--- config.mk ---
export PLATFORM = sky130hd
export DESIGN_NAME = act_pipe_unit
export DESIGN_NICKNAME = d
export VERILOG_FILES = /design/src/rtl/act_pipe_unit.sv
export SDC_FILE = /design/constraint.sdc
export NUM_CORES = 2
export LEC_CHECK = 0
export CORE_MARGIN = 1
export CORE_UTILIZATION = 67
export CTS_CLUSTER_DIAMETER = 50
export CTS_CLUSTER_SIZE = 14
export DETAILED_ROUTE_END_ITERATION = 8
export PLACE_DENSITY = 0.95
export SYNTH_ARGS = -nofsm -noshare
export SYNTH_HDL_FRONTEND = slang
export SYNTH_SLANG_ARGS = --single-unit
--- constraint.sdc ---
create_clock -name clk -period 16.1 [get_ports clk]
set_input_delay 4.83 -clock clk [delete_from_list [all_inputs] [get_ports clk]]
set_output_delay 4.83 -clock clk [all_outputs]
set_load 0.01 [all_outputs]
--- src/rtl/act_pipe_unit.sv ---
// act_pipe_unit: 3-stage multi-lane scale/clamp + activation pipeline.
// Optional saturation beat counter enabled by defining ACT_SAT_CNT_EN.
module act_pipe_unit #(
    parameter int IN_WIDTH  = 32,
    parameter int OUT_WIDTH = 16,
    parameter int LANES     = 8,
    parameter int IN_FRAC   = 16
) (
    input  logic                       clk,
    input  logic                       rst_n,
    input  logic                       s_valid,
    output logic                       s_ready,
    input  logic [LANES*IN_WIDTH-1:0]  s_data,
    input  logic [2:0]                 cfg_act,
    input  logic [3:0]                 cfg_leaky_shift,
    output logic                       m_valid,
    input  logic                       m_ready,
    output logic [LANES*OUT_WIDTH-1:0] m_data,
    input  logic                       sat_clr,
    output logic [15:0]                sat_count
);

    localparam int SH = IN_FRAC - 8;
    localparam int W  = OUT_WIDTH;

    localparam logic signed [W-1:0] MAXV = {1'b0, {(W-1){1'b1}}};
    localparam logic signed [W-1:0] MINV = {1'b1, {(W-1){1'b0}}};
    localparam logic signed [W-1:0] POS8 = W'(2048);
    localparam logic signed [W-1:0] NEG8 = -POS8;

    localparam logic [2:0] ACT_NONE  = 3'd0;
    localparam logic [2:0] ACT_RELU  = 3'd1;
    localparam logic [2:0] ACT_LEAKY = 3'd2;
    localparam logic [2:0] ACT_SIG   = 3'd3;
    localparam logic [2:0] ACT_TANH  = 3'd4;

    function automatic logic [8:0] lut(input logic [4:0] i);
        case (i)
            5'd0:    lut = 9'd0;
            5'd1:    lut = 9'd0;
            5'd2:    lut = 9'd1;
            5'd3:    lut = 9'd2;
            5'd4:    lut = 9'd5;
            5'd5:    lut = 9'd12;
            5'd6:    lut = 9'd31;
            5'd7:    lut = 9'd69;
            5'd8:    lut = 9'd128;
            5'd9:    lut = 9'd187;
            5'd10:   lut = 9'd225;
            5'd11:   lut = 9'd244;
            5'd12:   lut = 9'd251;
            5'd13:   lut = 9'd254;
            5'd14:   lut = 9'd255;
            default: lut = 9'd256;
        endcase
    endfunction

    logic en;
    assign en      = !m_valid || m_ready;
    assign s_ready = en;

    // S1: scale and clamp
    logic signed [IN_WIDTH-1:0] xw_d  [LANES];
    logic        [W:0]          dbl_d [LANES];
    logic signed [W-1:0]        x_d   [LANES];
    logic signed [W-1:0]        x2_d  [LANES];
    logic        [LANES-1:0]    sat_d;

    always_comb begin
        sat_d = '0;
        for (int i = 0; i < LANES; i++) begin
            xw_d[i] = $signed(s_data[i*IN_WIDTH +: IN_WIDTH]) >>> SH;
            sat_d[i] = !((&xw_d[i][IN_WIDTH-1:W-1]) ||
                         !(|xw_d[i][IN_WIDTH-1:W-1]));
            if (sat_d[i])
                x_d[i] = xw_d[i][IN_WIDTH-1] ? MINV : MAXV;
            else
                x_d[i] = xw_d[i][W-1:0];
            dbl_d[i] = {x_d[i], 1'b0};
            if (dbl_d[i][W] != dbl_d[i][W-1])
                x2_d[i] = dbl_d[i][W] ? MINV : MAXV;
            else
                x2_d[i] = dbl_d[i][W-1:0];
        end
    end

    logic                v1_q;
    logic [2:0]          m1_q;
    logic [3:0]          sh1_q;
    logic                sat1_q;
    logic signed [W-1:0] x1_q  [LANES];
    logic signed [W-1:0] x21_q [LANES];

    // S2: segment select
    logic signed [W-1:0] a_d  [LANES];
    logic                hi_d [LANES];
    logic                lo_d [LANES];
    logic [3:0]          k_d  [LANES];
    logic [7:0]          f_d  [LANES];

    always_comb begin
        for (int i = 0; i < LANES; i++) begin
            a_d[i]  = (m1_q == ACT_TANH) ? x21_q[i] : x1_q[i];
            hi_d[i] = a_d[i] >= POS8;
            lo_d[i] = a_d[i] < NEG8;
            k_d[i]  = {~a_d[i][11], a_d[i][10:8]};
            f_d[i]  = a_d[i][7:0];
        end
    end

    logic                v2_q;
    logic [2:0]          m2_q;
    logic [3:0]          sh2_q;
    logic signed [W-1:0] x2q  [LANES];
    logic                hi2q [LANES];
    logic                lo2q [LANES];
    logic [3:0]          k2q  [LANES];
    logic [7:0]          f2q  [LANES];

    // S3: activation output
    logic [8:0]           lo_v [LANES];
    logic [8:0]           hi_v [LANES];
    logic [16:0]          prod [LANES];
    logic [8:0]           y    [LANES];
    logic [10:0]          t    [LANES];
    logic [LANES*W-1:0]   res_d;

    always_comb begin
        res_d = '0;
        for (int i = 0; i < LANES; i++) begin
            lo_v[i] = lut({1'b0, k2q[i]});
            hi_v[i] = lut({1'b0, k2q[i]} + 5'd1);
            prod[i] = 17'(hi_v[i] - lo_v[i]) * 17'(f2q[i]);
            y[i]    = lo_v[i] + 9'(prod[i] >> 8);
            if (hi2q[i])
                y[i] = 9'd256;
            else if (lo2q[i])
                y[i] = 9'd0;
            t[i] = {1'b0, y[i], 1'b0} - 11'd256;
            case (m2_q)
                ACT_RELU:
                    res_d[i*W +: W] = x2q[i][W-1] ? '0 : x2q[i];
                ACT_LEAKY:
                    res_d[i*W +: W] = x2q[i][W-1] ? (x2q[i] >>> sh2_q)
                                                  : x2q[i];
                ACT_SIG:
                    res_d[i*W +: W] = {{(W-9){1'b0}}, y[i]};
                ACT_TANH:
                    res_d[i*W +: W] = {{(W-11){t[i][10]}}, t[i]};
                default:
                    res_d[i*W +: W] = x2q[i];
            endcase
        end
    end

    always_ff @(posedge clk or negedge rst_n) begin
        if (!rst_n) begin
            v1_q    <= 1'b0;
            m1_q    <= ACT_NONE;
            sh1_q   <= '0;
            sat1_q  <= 1'b0;
            x1_q    <= '{default: '0};
            x21_q   <= '{default: '0};
            v2_q    <= 1'b0;
            m2_q    <= ACT_NONE;
            sh2_q   <= '0;
            x2q     <= '{default: '0};
            hi2q    <= '{default: 1'b0};
            lo2q    <= '{default: 1'b0};
            k2q     <= '{default: '0};
            f2q     <= '{default: '0};
            m_valid <= 1'b0;
            m_data  <= '0;
        end else if (en) begin
            v1_q    <= s_valid;
            m1_q    <= cfg_act;
            sh1_q   <= cfg_leaky_shift;
            sat1_q  <= |sat_d;
            x1_q    <= x_d;
            x21_q   <= x2_d;
            v2_q    <= v1_q;
            m2_q    <= m1_q;
            sh2_q   <= sh1_q;
            x2q     <= x1_q;
            hi2q    <= hi_d;
            lo2q    <= lo_d;
            k2q     <= k_d;
            f2q     <= f_d;
            m_valid <= v2_q;
            m_data  <= res_d;
        end
    end

`ifdef ACT_SAT_CNT_EN
    logic [15:0] cnt_q;

    always_ff @(posedge clk or negedge rst_n) begin
        if (!rst_n)
            cnt_q <= '0;
        else if (sat_clr)
            cnt_q <= '0;
        else if (en && v1_q && sat1_q && cnt_q != 16'hFFFF)
            cnt_q <= cnt_q + 16'd1;
    end

    assign sat_count = cnt_q;
`else
    logic unused_sat;
    assign unused_sat = sat_clr ^ sat1_q;
    assign sat_count  = '0;
`endif

endmodule

==> After elaboration in Yosys (flattened, before gate mapping) <==
Memories as Yosys holds them, arrays and structs flattened.
Index checks and enable logic that the tools add are counted.
{ "totals": {"input_bits": 268, "ff_bits": 641, "elab_cells": 287, "n_memories": 16, "romBits": 2304, "out_inout_bits": 146} }
{ "classes": {"mul": 8, "eq_ne": 13, "shift": 8, "n_reduce_logical": 34, "bitwise_logic": 8, "muxes": 88, "n_lt_le_gt_ge": 16, "add_sub_neg": 32} }
{ "mem_list": {"columns": ["memory", "words", "word_bits", "read_ports", "rd_ports_with_merged_regs", "wr", "line_no", "rtl"], "rows": [
  ["(name not given)", 16, 9, 1, 0, 0, "38", "case (i)"],
  ["(name not given)", 16, 9, 1, 0, 0, "38", null],
  ["(name not given)", 16, 9, 1, 0, 0, "38", null],
  ["(name not given)", 16, 9, 1, 0, 0, "38", null],
  ["(name not given)", 16, 9, 1, 0, 0, "38", null],
  ["(name not given)", 16, 9, 1, 0, 0, "38", null],
  ["10 more memories", null, null, null, null, null, null, null]
]} }
{ "op_table": {"columns": ["op", "count"], "rows": [
  ["two-way mux 16 bit", 48],
  ["one-hot mux 16 bit (4 select lines)", 8],
  ["two-way mux 9 bit", 24],
  ["multiplier 10 x 9 -> 17 bit", 8],
  [">= comparator 16 x 13 -> 1 bit, second input constant", 8],
  ["less-than comparator 16 x 12 -> 1 bit, second input constant", 8],
  [">>> shifter 16 x 4 -> 16 bit", 8],
  ["two-way mux 15 bit", 8],
  ["subtractor 10 x 9 -> 11 bit, second input constant", 8],
  ["subtractor 9 x 9 -> 10 bit", 8],
  ["adder 9 bit", 8],
  ["AND reduction 9 bit", 8],
  ["OR reduction 9 bit", 8],
  ["adder 4 x 1 -> 5 bit, second input constant", 8],
  ["zero test 1 bit", 9],
  ["logical OR 1 bit", 9],
  ["inequality test 1 bit", 8],
  ["NOT 1 bit", 8],
  ["equality test 3 x 2 -> 1 bit, second input constant", 2],
  ["equality test 3 bit, second input constant", 2],
  ["equality test 3 x 1 -> 1 bit, second input constant", 1]
]} }

==> Logic depth before layout (Yosys ltp) <==
An unclocked memory read counts as a cell.
{ "logic_depth": {"depth_word": 10, "ltp_mapped": 47} }

==> Worst setup path before layout <==
OpenSTA, ideal clock, no wires.
{ "synth_path": {"path_type": "input to output", "start": "input port m_ready", "end": "output port s_ready", "slack_ns": 5.249, "required_ns": 11.270, "path_buffers": 4, "cell_stages": 6, "t_arrival_ns": 6.021, "cell_sequence": "nor2b_1 clkbuf_1 clkinv_1 clkbuf_1 clkbuf_1 clkbuf_1"} }
{ "synth_via": {"elab_chain_len": 1} }
{ "synth_rtl": {"columns": ["element", "line_no", "rtl"], "rows": [
  ["start: declaration", "17", "input logic m_ready,"],
  ["logical OR 1 bit", "59", "assign en = !m_valid || m_ready;"],
  ["end: declaration", "12", "output logic s_ready,"]
]} }
No other way between the ends.

==> Worst setup path in the final report <==
{ "layout_path": {"start": "register k2q[8] (netlist name)", "end": "register m_data[91]"} }
{ "layout_via": {"elab_chain_len": 10, "elab_cells_between_ends": 11, "cone_classes": "add/sub (4); mul (1); mux (4); memory (2)"} }
{ "layout_rtl": {"columns": ["element", "line_no", "rtl"], "rows": [
  ["start: declaration", "117", "logic [3:0] k2q [LANES];"],
  ["start signal: assignment", "187", "k2q <= k_d;"],
  ["adder 4 x 1 -> 5 bit", "132", "hi_v[i] = lut({1'b0, k2q[i]} + 5'd1);"],
  ["memory read (16 x 9 bit)", null, null],
  ["two-way mux 9 bit", "38", null],
  ["subtractor 9 x 9 -> 10 bit", "133", "prod[i] = 17'(hi_v[i] - lo_v[i]) * 17'(f2q[i]);"],
  ["multiplier 10 x 9 -> 17 bit", "133", null],
  ["adder 9 bit (*)", "134", "y[i] = lo_v[i] + 9'(prod[i] >> 8);"],
  ["two-way mux 9 bit (*)", "137", "else if (lo2q[i])"],
  ["two-way mux 9 bit (*)", "135", "if (hi2q[i])"],
  ["subtractor 10 x 9 -> 11 bit (*)", "139", "t[i] = {1'b0, y[i], 1'b0} - 11'd256;"],
  ["one-hot mux 16 bit (4 select lines) (*)", "140", "case (m2_q)"],
  ["end signal: assignment", "190", "m_data <= res_d;"],
  ["end: declaration", "18", "output logic [LANES*OUT_WIDTH-1:0] m_data,"]
]} }
Every way passes the cells marked *; elsewhere a longest branch is shown, timed or not.
A chain may end at the register's enable or synchronous reset.

==> impl_metrics.json <==
{
  "grt_max_degree": 263,
  "maxSlewHeadroom": 0.1835,
  "viasPerCell": 6.375,
  "period_needed_ps": 11390,
  "endpoint": "m_data[91]",
  "insertion_delay_ps": 650,
  "synthCells": 7716,
  "crit_path_start_kind": "register",
  "totalWireLength_um": 181700,
  "rr_startpoint": "k2q[8]",
  "die_w_um": 309.3,
  "post_cts_buffers": 0,
  "fin_crit_sh": 0.7075,
  "dieArea_um2": 95660,
  "crit_type": "reg2reg",
  "cts_buffers": 70,
  "yosys_warnings": 0,
  "portBuffers": 332,
  "grt_pass1_vias": 57860,
  "drc": 0,
  "cp.arrival_ps": 11860,
  "maxCapViolations": 0,
  "cp.buffers_inverters": 4,
  "hold_viol": 0,
  "clk_pin_slew_ps": 70,
  "area_growth_pct": 9.303,
  "fin_worst_skew_ps": 32.31,
  "cts_hold_buf": 0,
  "clock.fmax_mhz": 87.80,
  "antenna_left": 0,
  "synth_ff_type": "dfrtp_1",
  "drive_above_1_share": 0.04049,
  "clockRootBuffer": "clkbuf_16",
  "r2r-end": "m_data[91]",
  "synth-async-reset-ratio": 1.000,
  "crit_required_ps": 16570,
  "cts-resized-gates": 0,
  "path_delay_family": "adder cells",
  "status": "completed",
  "htreeDepth": 3,
  "fp-row-count": 112,
  "ys_ff_latch": 633,
  "gp_congestion": 0.9787,
  "grt_pass1_wl_um": 293500,
  "crit_start": "k2q[8]",
  "cts_max_path_buffers": 3,
  "first_pass_iters": 8,
  "core-area_um2": 93470,
  "nets": 8926,
  "pin_count": 414,
  "grt_overflow": 0,
  "rrSetupSlack_ps": 4710,
  "critPathSlowestCell": "fa_1",
  "syn_area_um2": 63270,
  "tns_ps": 0,
  "num_vias": 57440,
  "slew_viol_final": 0,
  "cp_max_fo": 14,
  "numClockSinks": 633,
  "rr_worst_depth": 39,
  "fillerInstances": 6528,
  "dpl-instance-area_um2": 66880,
  "cp-end-kind": "register",
  "worstSetupPathDepth": 39,
  "synth_edf_count": 0,
  "wl_per_cell_um": 20.17,
  "die_h_um": 309.3,
  "initial_utilization": 0.6769,
  "synth.distinct_cells": 90,
  "syn_area_per_cell_um2": 8.200,
  "cts_tree": "done",
  "hpwl_um": 132100,
  "antenna_found_initial": 4,
  "grt.total_usage": 0.3827,
  "setup_violations": 0,
  "crit_top_cell": "ha_1",
  "yosysSeqAreaShare": 0.2504,
  "final_util": 0.7399,
  "design_area_um2": 69150,
  "critPathMaxStageDelay_ps": 700,
  "holdCritPathClass": "reg2reg",
  "rsz0062_at_grt": "false",
  "drtIter0Drc": 6846,
  "max_slew.worst_pin.slew_ps": 1225
}
cells in the final DEF, fill, tap and decap left out, types with 32 or more instances in the layout:
| master | count |
|---|---|
| inv_1 | 826 |
| mux4_2 | 45 |
| nor4_1 | 32 |
| nor2_1 | 480 |
| a221oi_1 | 49 |
| nor3_1 | 75 |
| nor2b_1 | 76 |
| and2_1 | 255 |
| o21ai_0 | 520 |
| nand2_1 | 1543 |
| xnor2_1 | 188 |
| clkbuf_16 | 72 |
| xor2_1 | 42 |
| a211oi_1 | 69 |
| o21bai_1 | 32 |
| clkdlybuf4s50_1 | 331 |
| a31oi_1 | 247 |
| mux2i_1 | 109 |
| mux2_2 | 54 |
| o21a_1 | 34 |
| ha_1 | 448 |
| buf_4 | 35 |
| fa_1 | 496 |
| a21o_1 | 70 |
| a21oi_1 | 408 |
| nand2b_1 | 41 |
| dfrtp_1 | 629 |
| nand3_1 | 78 |
area by class of cell:
type / count / area, µm² / area share
Sequential cell: 633 / 15860 / 0.2293
Inverter: 830 / 3124 / 0.04518
Timing Repair Buffer: 370 / 3651 / 0.05280
Antenna cell: 1 / 2.502 / 0.00003619
Tap cell: 1254 / 1569 / 0.02269
Clock buffer: 78 / 1864 / 0.02696
Clock inverter: 35 / 402.9 / 0.005826
Multi-Input combinational cell: 5809 / 42680 / 0.6172
cell usage after synthesis, drive strengths merged, types with 41 or more instances:
cell    number  area (µm²)
nor2b       77       481.7
ha         448        5605
a221oi      49       429.2
xor2        43       376.6
mux4        45        1013
nand3       78       390.4
nand2b      41       256.5
clkbuf     383        1438
a21o        71       534.3
mux2i      109        1091
o21ai      547        2741
xnor2      191        1688
nor2       481        1813
nor3        77       395.4
nand2     1545        5799
dfrtp      633       15840
and2       259        1620
a211oi      70       530.5
buf         76       396.6
mux2        55       619.3
inv        828        3108
fa         496        9930
a21oi      408        2042
a31oi      248        1558
tightest hold or removal path, delay by kind of cell, from the launching register on:
kind	cells	cell delay [ps]
flip-flops	1	340
AND/OR/NAND/NOR	2	100
routing by layer:
layer	GRT usage	up-vias	part of all wire	wire length, µm
li1	-	25630	-	-
met1	0.4761	27700	0.37	67240
met2	0.6247	3330	0.47	85540
met3	0.07589	772	0.098	17730
met4	0.2176	8	0.061	11100
met5	0.003539	-	0.00047	85
how the worst min path moves through the flow:
stage | endpoint | slack (ps) | cells past startpoint | from
after floorplan | v2_q | 430 | 2 | v2_q
after global placement | m_valid | 450 | 1 | v2_q
after detailed placement | x21_q[80] | 460 | 2 | x21_q[80]
after CTS | x21_q[80] | 480 | 2 | x21_q[80]
after global routing | x21_q[121] | 500 | 1 | x21_q[121]
final | x21_q[80] | 470 | 2 | x21_q[80]
cells by family after synthesis:
kind of cell / count (synthesis) / share of synthesized area
AO/OA/AOI/OAI: 1700 / 0.1641
multiplexers: 209 / 0.04305
buffers and inverters: 1289 / 0.07823
AND/OR/NAND/NOR: 2704 / 0.1853
other: 1 / 0.00005927
adder cells (fa/ha/maj): 944 / 0.2455
flip-flops: 633 / 0.2504
XOR/XNOR: 236 / 0.03334
flip-flops by register name, indices dropped and copies added, names as in the netlist, 8 cells and up:
name and count:
f2q 64, hi2q 8, k2q 32, lo2q 8, m_data 128, x1_q 128
x21_q 120, x2q 128
metrics by stage:
step           hold WS, ps  std cells  setup WS [ps]
6_report             473.7       9010           4710
5_1_grt              501.0       9009           3857
4_1_cts              476.3       9009           4802
3_5_place_dp         461.1       8896           4806
3_3_place_gp         446.9       8896           4807
2_1_floorplan        430.0       7731           5249
Power is not shown: default switching activity piles up to over one toggle a cycle in this logic, so the estimate is an artifact.
